[src/rtl/lc3_dbg_pkg.sv]
// Shared constants and state encoding for the LC-3 register file debug dumper.
package lc3_dbg_pkg;

  localparam int          NREGS_DEF    = 8;
  localparam logic [7:0]  HDR_BYTE_DEF = 8'hA5;
  localparam int          FRAME_BYTES  = 2 * NREGS_DEF + 2;

  typedef enum logic [2:0] {
    ST_IDLE = 3'd0,
    ST_CAP  = 3'd1,
    ST_HDR  = 3'd2,
    ST_HI   = 3'd3,
    ST_LO   = 3'd4,
    ST_CSUM = 3'd5,
    ST_DONE = 3'd6
  } state_e;

endpackage

[src/rtl/lc3_regfile_dumper.sv]
// Snapshots R0..R(NREGS-1) through the regfile display port, then streams
// them as a header/data/checksum byte frame over valid/ready.
module lc3_regfile_dumper
  import lc3_dbg_pkg::*;
#(
  parameter int         NREGS    = NREGS_DEF,
  parameter logic [7:0] HDR_BYTE = HDR_BYTE_DEF
) (
  input  logic        clk,
  input  logic        rst_n,
  input  logic        start,
  input  logic [3:0]  ui_sel,
  output logic [3:0]  rd_sel,
  input  logic [15:0] rd_data,
  output logic [7:0]  tx_data,
  output logic        tx_valid,
  input  logic        tx_ready,
  output logic        busy,
  output logic        done
);

  localparam int IDX_W = $clog2(NREGS);
  localparam logic [IDX_W-1:0] LAST = IDX_W'(NREGS - 1);

  state_e           state_q, state_d;
  logic [IDX_W-1:0] idx_q, idx_d;
  logic [7:0]       csum_q, csum_d;
  logic [7:0]       tx_data_q, tx_data_d;
  logic             tx_valid_q, tx_valid_d;
  logic             busy_q, busy_d;
  logic             done_q, done_d;
  logic             cap_we;
  logic             xfer;
  logic [15:0]      snap_q [NREGS];

  assign xfer = tx_valid_q & tx_ready;

  always_comb begin
    state_d = state_q;
    idx_d   = idx_q;
    csum_d  = csum_q;
    cap_we  = 1'b0;
    case (state_q)
      ST_IDLE: if (start) begin
        state_d = ST_CAP;
        idx_d   = '0;
      end
      ST_CAP: begin
        cap_we = 1'b1;
        if (idx_q == LAST) state_d = ST_HDR;
        else               idx_d   = idx_q + IDX_W'(1);
      end
      ST_HDR: if (xfer) begin
        csum_d  = HDR_BYTE;
        idx_d   = '0;
        state_d = ST_HI;
      end
      ST_HI: if (xfer) begin
        csum_d  = csum_q ^ tx_data_q;
        state_d = ST_LO;
      end
      ST_LO: if (xfer) begin
        csum_d = csum_q ^ tx_data_q;
        if (idx_q == LAST) state_d = ST_CSUM;
        else begin
          idx_d   = idx_q + IDX_W'(1);
          state_d = ST_HI;
        end
      end
      ST_CSUM: if (xfer) state_d = ST_DONE;
      ST_DONE: state_d = ST_IDLE;
      default: state_d = ST_IDLE;
    endcase

    // Outputs are registered from the next-state view so they line up with state_q.
    tx_valid_d = (state_d == ST_HDR) || (state_d == ST_HI) ||
                 (state_d == ST_LO)  || (state_d == ST_CSUM);
    case (state_d)
      ST_HDR:  tx_data_d = HDR_BYTE;
      ST_HI:   tx_data_d = snap_q[idx_d][15:8];
      ST_LO:   tx_data_d = snap_q[idx_d][7:0];
      ST_CSUM: tx_data_d = csum_d;
      default: tx_data_d = 8'h00;
    endcase
    busy_d = (state_d != ST_IDLE);
    done_d = (state_d == ST_DONE);
  end

  always_ff @(posedge clk) begin
    if (!rst_n) begin
      state_q    <= ST_IDLE;
      idx_q      <= '0;
      csum_q     <= 8'h00;
      tx_data_q  <= 8'h00;
      tx_valid_q <= 1'b0;
      busy_q     <= 1'b0;
      done_q     <= 1'b0;
    end else begin
      state_q    <= state_d;
      idx_q      <= idx_d;
      csum_q     <= csum_d;
      tx_data_q  <= tx_data_d;
      tx_valid_q <= tx_valid_d;
      busy_q     <= busy_d;
      done_q     <= done_d;
    end
  end

  // Snapshot buffer is deliberately left out of reset.
  always_ff @(posedge clk) begin
    if (cap_we) snap_q[idx_q] <= rd_data;
  end

  assign rd_sel   = (state_q == ST_CAP) ? 4'(idx_q) : ui_sel;
  assign tx_data  = tx_data_q;
  assign tx_valid = tx_valid_q;
  assign busy     = busy_q;
  assign done     = done_q;

endmodule

[config.mk]
export PLATFORM = sky130hd
export DESIGN_NAME = lc3_regfile_dumper
export DESIGN_NICKNAME = d
export VERILOG_FILES = /design/src/rtl/lc3_dbg_pkg.sv /design/src/rtl/lc3_regfile_dumper.sv
export SDC_FILE = /design/constraint.sdc
export NUM_CORES = 1
export LEC_CHECK = 0
export ABC_AREA = 1
export CORE_ASPECT_RATIO = 1.5
export CORE_MARGIN = 2
export CORE_UTILIZATION = 50
export CTS_BUF_LIST = sky130_fd_sc_hd__clkbuf_2
export DETAILED_ROUTE_END_ITERATION = 12
export GPL_ROUTABILITY_DRIVEN = 1
export PLACE_DENSITY = 0.82
export SYNTH_ARGS = -nofsm -noshare
export SYNTH_HDL_FRONTEND = slang
export SYNTH_SLANG_ARGS = --single-unit
[constraint.sdc]
create_clock -name clk -period 2.1 [get_ports clk]
set_input_delay 0.525 -clock clk [delete_from_list [all_inputs] [get_ports clk]]
set_output_delay 0.525 -clock clk [all_outputs]
set_load 0.05 [all_outputs]
* Yosys cells after proc, flatten, opt, wreduce, memory -nomap -nowiden
Memories as Yosys holds them, arrays and structs flattened.
Cells that the tools add are included.
** Cells by class
- $add $sub $neg :: 1
- Equal/unequal tests :: 11
- Mux-type cells :: 21
- Bitwise logic cells :: 2
- Reductions and logical operators :: 6
** Operators with widths (number)
- 3-bit two-way mux :: 11
- 8-bit case mux with 4 select lines :: 1
- 3-bit equality test, second input constant :: 6
- 3-bit case mux with 6 select lines :: 1
- 8-bit two-way mux :: 2
- 8-bit case mux with 2 select lines :: 1
- 3-bit by 2-bit equality test with 1-bit output, second input constant :: 4
- 3-bit case mux with 4 select lines :: 1
- 8-bit XOR :: 1
- 4-bit two-way mux :: 1
- 3-bit by 1-bit adder with 3-bit output, second input constant :: 1
- 3-bit by 1-bit equality test with 1-bit output, second input constant :: 1
- 3-bit zero test :: 1
- 1-bit logical OR :: 3
- 1-bit two-way mux :: 3
- 3-bit nonzero test :: 1
- 2-bit OR reduction :: 1
- 1-bit AND :: 1
** Word-level totals
- Bits in registers :: 25
- RAM bits :: 128
- Bits of input ports :: 24
- Logic and storage cells :: 49
- Memories kept :: 1
** Memory list
- snap_q :: words 8, bits a word 16, rd ports 1, clocked after Yosys merged registers in 0, wr ports 1, line lc3_regfile_dumper.sv:34 : logic [15:0] snap_q [NREGS];

* Logic depth before layout (Yosys ltp)
Gate-level depths: netlist (run 1).
- Word-level depth :: 8
- Gate-level depth with buffers :: 17

* Worst setup path before layout (run 1)
Ideal clock, no wire load.
- Path type :: register to output
- Start point :: register state_q[1]
- End point :: output port rd_sel[1]
- Arrival time :: 1767 ps
- Required time :: 1575 ps
- Path slack :: -192 ps
- Cell stages (with the launch flop) :: 4
- Cell sequence :: dfxtp_1 -> nor2_2 -> nand2_2 -> o21ai_0
** Between the ends
- Word-level cells in the longest chain between the ends :: 2
** RTL lines
- start, declared :: line lc3_regfile_dumper.sv:25 : state_e state_q, state_d;
- start signal, assigned :: line lc3_regfile_dumper.sv:99 : state_q <= state_d;
- 3-bit by 1-bit equality test with 1-bit output :: line lc3_regfile_dumper.sv:114 : assign rd_sel = (state_q == ST_CAP) ? 4'(idx_q) : ui_sel;
- 4-bit two-way mux :: line lc3_regfile_dumper.sv:114
- end, declared :: line lc3_regfile_dumper.sv:13 : output logic [3:0] rd_sel,
No other way between the ends.

* Worst setup path after layout (run 1)
Ends and elaborated chain as after synthesis.

==> flow_summary.json, run 1 <==
{
  "status": "finished, violations left",
  "violations": "negative setup slack",
  "seq_area_frac_synth": 0.6147,
  "dp_hpwl_um": 10990,
  "vdd_drop_max_mv": 0.3842,
  "rows": 53,
  "hold_viol_final": 0,
  "grt_pass1_vias": 5578,
  "antenna_left": 0,
  "cts_hold_buffers": 0,
  "vias": 5899,
  "clock_path_buffers": 2,
  "reg2reg_from": "state_q[1]",
  "core_um2": 13930,
  "final_core_util": 0.6345,
  "avgSynthCellArea_um2": 9.524,
  "fmax_mhz": 418.0,
  "switching_power_w": 0.001611,
  "port_buffers": 38,
  "areaGrowthSynthToFinish_pct": 25.04,
  "cp-startpoint": "state_q[1]",
  "cts_tree": "done",
  "nNetsFinal": 874,
  "min_period_ns": 2.392,
  "dieArea_um2": 15120,
  "p_per_area_nw_per_um2": 653.6,
  "worst_hold_path_type": "primary input to register",
  "holdWs_ns": 0.5246,
  "via_per_inst": 5.744,
  "hold_start": "rd_data[7]",
  "relSlewSlack": 0.6865,
  "p_clk_frac": 0.251,
  "drive_above_1_share": 0.2276,
  "rsz0062_at_grt": "true",
  "fp.dieH_um": 149.6,
  "cts.sinks": 153,
  "clk_latency_ns": 0.72,
  "critPathArrivalTime_ns": 1.87,
  "cp_max_fo": 5,
  "final.setup_skew_ns": 0.03510,
  "layout_commonest_cell": "nand3_1",
  "dieWidth_um": 101.1,
  "ios": 39,
  "gr-total-overflow": 0,
  "setup_viol": 12,
  "yosysWarnings": 0,
  "p_leak_nw": 3.847,
  "antenna_found_initial": 1,
  "worst_pin_slew_ns": 0.4654,
  "worstSetupStartpointType": "register",
  "postLayoutSetupSlackWorst_ns": -0.2925,
  "htreeDepth": 4,
  "crit_type": "register to primary output",
  "routed_wirelength_um": 18900,
  "wire_per_inst_um": 18.41,
  "firstDrtPassIters": 8,
  "crit_required_ns": 1.57,
  "drc": 0,
  "fillCellCount": 998,
  "syn_area_um2": 7067,
  "synth_top_cell_by_area": "edfxtp_1",
  "synthesis.nets": 767,
  "synth_top_area_share": 0.5439,
  "final_cell_mix": "176 x nand3_1, 129 x inv_1, 128 x edfxtp_1",
  "intPower_w": 0.004164,
  "slew_violations": 0,
  "period_share": 1.139,
  "cts-buffers-inserted": 17,
  "max-cap-violations": 0,
  "power_frac_seq": 0.579,
  "dr.first_iter.drc_count": 743,
  "cts_root_buf": "clkbuf_2",
  "globalplace.congestion": 0.9536,
  "power_frac_comb": 0.170,
  "yosys-top-cells-area": "edfxtp_1 54%, nand3_1 13%, nand2_1 7.1%",
  "grt_first_pass_wirelength_um": 27280,
  "netlist-cell-type-count": 27,
  "clk_pin_slew_ns": 0.22,
  "synth_seq_cells": 153,
  "swShare": 0.2790,
  "grt_start_max_net_pins": 30,
  "cp-end-kind": "primary output",
  "start_util": 0.5075,
  "synth_cells": 742,
  "grt_usage": 0.2354
}
cells in the mapped netlist, drive strengths merged:
cell and instances:
nand3 192, nand2 149, inv 141, edfxtp 128, nor2 48, buf 27
dfxtp 25, a21oi 10, o21ai 7, o22ai 4, a31o 3, nand4 3
a31oi 1, and3 1, clkbuf 1, ha 1, o211ai 1
sequential cells by signal (all words and copies together), names as in the netlist:
signal / count
state_q: 3
csum_q: 8
idx_q: 3
snap_q: 128
done: 1
tx_data: 8
busy: 1
tx_valid: 1
path summary, 6_finish.rpt:
check	endpoint	slack [ns]	cells past startpoint
min reg2reg	csum_q[6]	0.56	4
max	rd_sel[1]	-0.29	6
max reg2reg	tx_data[3]	-0.16	18
min	snap_q[6][7]	0.52	1
repair_timing:
item | 4_1_cts | 5_1_grt
resized for setup | 78 | 44
cloned | 0 | 6
endpoints found under the setup margin | 23 | 17
pin swaps | 10 | 9
setup buffers | 10 | 7
power by group through the flow:
stage,Sequential [W],Clock [W],Combinational (W)
3_5_place_dp,0.00341,0,0.000764
3_3_place_gp,0.00340,0,0.000750
4_1_cts,0.00334,0.00144,0.000824
5_1_grt,0.00334,0.00158,0.00104
2_1_floorplan,0.00342,0,0.000455
6_report,0.00334,0.00145,0.000984
layer usage:
metal	global-route usage	share of wire	up-vias
met1	0.2742	0.33	2695
li1	-	-	2659
met3	0.04951	0.087	121
met5	0	0	-
met4	0.1189	0.066	0
met2	0.4053	0.51	424
worst max-delay path, cell delays in order, from the launching register on:
cell	delay (ns)
dfxtp_4	0.41
nor2_4	0.12
nand2_2	0.07
buf_6	0.12
buf_8	0.13
o21ai_4	0.14
buf_12	0.15
cells by family (layout without fill, tap and decap cells):
logic type,count (synthesis),after routing,share of synthesized area
AO/OA/AOI/OAI,26,26,0.02125
adder cells (fa/ha/maj),1,1,0.001770
buffers and inverters,169,286,0.1036
flip-flops,153,153,0.6147
other,0,1,0
AND/OR/NAND/NOR,393,395,0.2587
metrics by stage:
stage | cells | setup slack (ns) | total power (W) | cell area (um2) | setup TNS [ns]
after floorplan | 742 | -0.1923 | 0.003871 | 7068 | -0.3847
after global placement | 973 | -0.4355 | 0.004154 | 8078 | -3.296
after detailed placement | 973 | -0.5213 | 0.004171 | 8078 | -3.619
after CTS | 1014 | -0.2885 | 0.005604 | 8554 | -0.9870
after global routing | 1027 | -0.3678 | 0.005969 | 8836 | -3.111
final | 1027 | -0.2925 | 0.005775 | 8836 | -1.917
final cells by class:
cell class	count	area, um2	share of cell area
sequential	153	4355	0.4929
multi-input combinational	422	2241	0.2536
timing repair buffer	114	1284	0.1453
inverter	141	546.8	0.06188
tap	165	206.4	0.02336
clock buffer	20	100.1	0.01133
clock inverter	11	100.1	0.01133
antenna	1	2.502	0.0002832
Power figures use the tool's default switching activity.
==> run 2: changes to the inputs <==
--- a/config.mk
+++ b/config.mk
@@ -9,10 +9,11 @@
 export CORE_ASPECT_RATIO = 1.5
 export CORE_MARGIN = 2
 export CORE_UTILIZATION = 50
-export CTS_BUF_LIST = sky130_fd_sc_hd__clkbuf_2
+export CTS_BUF_LIST = sky130_fd_sc_hd__clkbuf_8
 export DETAILED_ROUTE_END_ITERATION = 12
 export GPL_ROUTABILITY_DRIVEN = 1
 export PLACE_DENSITY = 0.82
+export SLEW_MARGIN = 20
 export SYNTH_ARGS = -nofsm -noshare
 export SYNTH_HDL_FRONTEND = slang
 export SYNTH_SLANG_ARGS = --single-unit
==> run 2 against run 1 <==
Compared with the run above: maximum frequency up 11%; the flow still finishes with violations (negative setup slack); utilization up 3.8 points; wire length up 6.9%; count of clock-buffer cells in the layout down 3; combinational power up 11%; flip-flop and latch count unchanged.
==> flow_summary.json, run 2 (synthesis results as in run 1) <==
{
  "status": "finished, violations left",
  "violations": "negative setup slack",
  "vdd_drop_max_mv": 0.3294,
  "critPathMaxStageDelay_ns": 0.38,
  "setup_viol": 10,
  "r2r-end": "tx_data[2]",
  "rr_worst_depth": 17,
  "switching_power_w": 0.001720,
  "htreeDepth": 4,
  "antennaDiodeCount": 0,
  "largest_register_ffs": 128,
  "place_area_um2": 8078,
  "grt_first_pass_wirelength_um": 27350,
  "clock_path_buffers": 2,
  "fmax_mhz": 465.6,
  "stdcell_area_um2": 9369,
  "grt_usage": 0.2372,
  "multi_input_area_um2": 2535,
  "power_frac_comb": 0.170,
  "cts_tree": "done",
  "hold_viol_final": 0,
  "top_register": "snap_q",
  "wire_per_inst_um": 19.70,
  "intPower_w": 0.004695,
  "hold_end": "csum_q[0]",
  "relSlewSlack": 0.6720,
  "worst_hold_path_type": "register to register",
  "areaGrowthSynthToFinish_pct": 32.58,
  "layout_commonest_cell": "nand3_1",
  "seq_area_um2": 4357,
  "gr-total-overflow": 0,
  "p_clk_frac": 0.309,
  "p_per_area_nw_per_um2": 684.7,
  "vias": 6005,
  "start_util": 0.5075,
  "clk_pin_slew_ns": 0.08,
  "crit_slowest_cell": "dfxtp_4",
  "nNetsFinal": 874,
  "dp_cells": 973,
  "max-cap-violations": 0,
  "crit_type": "register to register",
  "critPathArrivalTime_ns": 2.53,
  "firstDrtPassIters": 7,
  "globalplace.congestion": 0.9536,
  "cts_hold_buffers": 0,
  "cp_cell_sequence": "nor2_4, nand2_2, buf_4, buf_4, nand2_4, nand3_4, nand2_8, nand2_8, buf_12, clkbuf_16, nand2_1, nand3_2, nand3_2, nand3_2, nand3_1, nand2_1, inv_1",
  "dieArea_um2": 15120,
  "drive_above_1_share": 0.2811,
  "cp_max_fo": 5,
  "holdWs_ns": 0.5877,
  "period_share": 1.023,
  "reg2reg_from": "state_q[1]",
  "r2r_slack_ns": -0.05,
  "crit_required_ns": 2.49,
  "ios": 39,
  "dr.first_iter.drc_count": 715,
  "cts-buffers-inserted": 17,
  "routed_wirelength_um": 20210,
  "final.setup_skew_ns": 0.01086,
  "antenna_found_initial": 0,
  "p_leak_nw": 4.087,
  "drc": 0,
  "cp-end-kind": "register",
  "slew_violations": 0,
  "hold_start": "csum_q[0]",
  "cts_root_buf": "clkbuf_8",
  "cts.sinks": 153,
  "totalPowerFinal_w": 0.006415,
  "fillCellCount": 872,
  "via_per_inst": 5.853,
  "final_cell_mix": "137 x nand3_1, 129 x inv_1, 128 x edfxtp_1",
  "grt_pass1_vias": 5610,
  "fp.dieH_um": 149.6,
  "holdPathStages": 2,
  "port_buffers": 38,
  "fin_cells": 1026,
  "rows": 53,
  "postLayoutSetupSlackWorst_ns": -0.04783,
  "cpLargestDelayFamily": "simple AND/OR/NAND/NOR gates",
  "worstPathBufferInverterCount": 5,
  "core_um2": 13930,
  "power_frac_seq": 0.521,
  "cp_common_cell": "nand3_2",
  "worstSetupStartpointType": "register",
  "dp_hpwl_um": 10990,
  "dieWidth_um": 101.1,
  "clk_latency_ns": 0.44,
  "swShare": 0.2681,
  "worst_pin_slew_ns": 0.4869,
  "rsz0062_at_grt": "true",
  "antenna_left": 0,
  "grt_start_max_net_pins": 30,
  "min_period_ns": 2.148
}
-- run 2: worst max-delay path by stage --
stage	startpoint	end	cells after the start
after floorplan	state_q[1]	rd_sel[1]	3
after global placement	tx_ready	tx_data[4]	17
after detailed placement	tx_ready	tx_data[1]	17
after CTS	state_q[2]	rd_sel[1]	6
after global routing	state_q[1]	tx_data[2]	17
final	state_q[1]	tx_data[2]	17
-- run 2: power by group through the flow --
stage / Combinational (W) / Clock [W] / Sequential (W)
detailed placement: 0.000764 / 0 / 0.00341
finish: 0.00109 / 0.00198 / 0.00334
global route: 0.00115 / 0.00212 / 0.00334
floorplan: 0.000455 / 0 / 0.00342
global placement: 0.000750 / 0 / 0.00340
CTS: 0.000854 / 0.00197 / 0.00334
-- run 2: repair_timing --
action	in CTS	in global routing
pin swaps	10	49
resized for setup	49	122
endpoints found under the setup margin	23	12
cloned	1	8
buffers inserted	5	8
-- run 2: stage by stage --
step                setup slack [ns]   TNS, ns    util
floorplan                    -0.1923   -0.3847       -
global placement             -0.4355    -3.296  0.5801
detailed placement           -0.5213    -3.619  0.5801
CTS                         -0.02591  -0.03199  0.6199
global route                 -0.1309    -1.092  0.6728
finish                      -0.04783   -0.1825  0.6728
-- run 2: area by class of cell --
type,count,area share
inverters,141,0.05916
multi-input cells,422,0.2706
clock inverters,14,0.01189
repair buffers,114,0.1464
flip-flops and latches,153,0.4650
clock buffers,17,0.02497
well taps,165,0.02204
-- run 2: layer usage --
metal | global-route usage | share of wire | routed length [um]
met1 | 0.2692 | 0.35 | 7153
met2 | 0.4119 | 0.52 | 10490
met3 | 0.04951 | 0.073 | 1478
met4 | 0.1291 | 0.054 | 1096
met5 | 0 | 0 | 0
-- run 2: tightest hold or removal path: cells and delay by family (launching register included) --
family / cells / cell delay, ns
and+or+nand+nor: 1 / 0.08
DFF: 1 / 0.36
AOI/OAI and AO/OA: 1 / 0.11
==> run 3: changes to the inputs <==
--- a/config.mk
+++ b/config.mk
@@ -8,11 +8,11 @@
 export ABC_AREA = 1
 export CORE_ASPECT_RATIO = 1.5
 export CORE_MARGIN = 2
-export CORE_UTILIZATION = 50
+export CORE_UTILIZATION = 25
 export CTS_BUF_LIST = sky130_fd_sc_hd__clkbuf_8
 export DETAILED_ROUTE_END_ITERATION = 12
 export GPL_ROUTABILITY_DRIVEN = 1
-export PLACE_DENSITY = 0.82
+export PLACE_DENSITY = 0.52
 export SLEW_MARGIN = 20
 export SYNTH_ARGS = -nofsm -noshare
 export SYNTH_HDL_FRONTEND = slang
==> run 3 against run 2 <==
Compared with the run above: the run still ends with negative setup slack left; global-route usage down 10 points; total power up 0.75%; wire length down 6.8%; via count down 10%; non-clock buffer count up 5; maximum frequency down 0.59%; sequential power about the same; clock skew down 0.0016 ns; first-iteration DRC count down 58%.
==> flow_summary.json, run 3 (synthesis results as in run 1) <==
{
  "dpl_worst_slack_ns": -0.5435,
  "setup_viol": 4,
  "period_share": 1.029,
  "dieWidth_um": 141.3,
  "holdPathStages": 4,
  "drc": 0,
  "relSlewSlack": 0.6712,
  "ios": 39,
  "top_register": "snap_q",
  "crit_type": "register to primary output",
  "via_per_inst": 4.441,
  "wire_per_inst_um": 15.54,
  "worst_pin_slew_ns": 0.4952,
  "antenna_found_initial": 0,
  "drive_above_1_share": 0.2448,
  "core_um2": 27870,
  "cts_root_buf": "clkbuf_8",
  "largest_register_ffs": 128,
  "max-cap-violations": 0,
  "p_leak_nw": 3.991,
  "final_core_util": 0.3333,
  "rr_worst_depth": 17,
  "stdcell_area_um2": 9289,
  "grt_pass1_vias": 5351,
  "layout_commonest_cell": "nand3_1",
  "critPathArrivalTime_ns": 1.64,
  "gr-total-overflow": 0,
  "vias": 5382,
  "routed_wirelength_um": 18840,
  "p_per_area_nw_per_um2": 695.8,
  "rows": 75,
  "grt_first_pass_wirelength_um": 29780,
  "cts_tree": "done",
  "status": "finished, violations left",
  "worst_hold_path_type": "register to register",
  "fp.dieH_um": 209.9,
  "postLayoutSetupSlackWorst_ns": -0.06062,
  "cp_max_fo": 5,
  "clk_latency_ns": 0.47,
  "cts-buffers-inserted": 17,
  "hold_viol_final": 0,
  "slew_violations": 0,
  "nNetsFinal": 878,
  "antennaDiodeCount": 0,
  "htreeDepth": 4,
  "dp_hpwl_um": 12590,
  "cts.sinks": 153,
  "final_cell_mix": "159 x nand3_1, 130 x inv_1, 128 x edfxtp_1",
  "cp-end-kind": "primary output",
  "holdWs_ns": 0.5441,
  "min_period_ns": 2.161,
  "globalplace.congestion": 0.8111,
  "port_buffers": 38,
  "firstDrtPassIters": 6,
  "dieArea_um2": 29660,
  "crit_required_ns": 1.57,
  "final.setup_skew_ns": 0.009209,
  "dr.first_iter.drc_count": 302,
  "areaGrowthSynthToFinish_pct": 31.44,
  "fmax_mhz": 462.8,
  "totalPowerFinal_w": 0.006463,
  "clk_pin_slew_ns": 0.08,
  "hold_end": "csum_q[6]",
  "grt_start_max_net_pins": 28,
  "place_area_um2": 8409,
  "violations": "negative setup slack",
  "rsz0062_at_grt": "true",
  "antenna_left": 0,
  "clock_path_buffers": 2,
  "worstSetupStartpointType": "register",
  "r2r_slack_ns": 0.06,
  "fillCellCount": 2783,
  "r2r-end": "tx_data[6]",
  "hold_start": "csum_q[6]",
  "vdd_drop_max_mv": 0.2507,
  "grt_usage": 0.1330,
  "start_util": 0.2536,
  "reg2reg_from": "state_q[1]"
}
[run 3: final cells by class]
cell class	instances	area, um2	area share
clock buffers	19	261.5	0.02815
well taps	346	432.9	0.04661
clock inverters	13	125.1	0.01347
inverters	141	549.3	0.05913
repair buffers	119	1247	0.1343
flip-flops and latches	153	4357	0.4690
multi-input cells	421	2316	0.2493
[run 3: where the power goes]
part / leakage (nW) / internal [W] / switching [W]
clock: 0.215 / 0.00111 / 0.00111
combinational: 2.41 / 0.000359 / 0.000548
sequential: 1.36 / 0.00332 / 0.0000110
total: 3.99 / 0.00479 / 0.00167
[run 3: stage by stage]
step                      cells  TNS, ns
after detailed placement   1168   -3.990
after CTS                  1205  -0.1485
after global placement     1168   -3.985
final                      1212  -0.2210
after floorplan             742  -0.3847
after global routing       1212   -1.082
[run 3: worst max-delay path, stage by stage, from the launching register on]
cell and delay (ns):
dfxtp_4 0.38, nor2_4 0.16, nand2_4 0.06, buf_6 0.13, inv_4 0.04, buf_6 0.12, buf_12 0.10, nor2_4 0.03
buf_12 0.14
[run 3: layer usage]
metal	routed length [um]	vias to the layer above	share of wire	GRT usage
met1	7225	2548	0.38	0.1464
li1	-	2667	-	-
met3	777	36	0.041	0.02601
met5	0	-	0	0
met4	631	0	0.033	0.06621
met2	10200	131	0.54	0.2415
[run 3: timing repair]
action	CTS	global route
resized for setup	47	64
setup endpoints to repair	21	12
buffers inserted	4	7
cloned	1	0
pin swaps	8	11
hold buffers	0	0
[run 3: how the worst max path moves through the flow]
stage | from | to | slack [ns]
floorplan | state_q[1] | rd_sel[1] | -0.19
global placement | tx_ready | tx_data[2] | -0.54
detailed placement | tx_ready | tx_data[6] | -0.54
CTS | state_q[2] | rd_sel[0] | -0.08
global route | state_q[1] | rd_sel[3] | -0.13
finish | state_q[1] | rd_sel[3] | -0.06
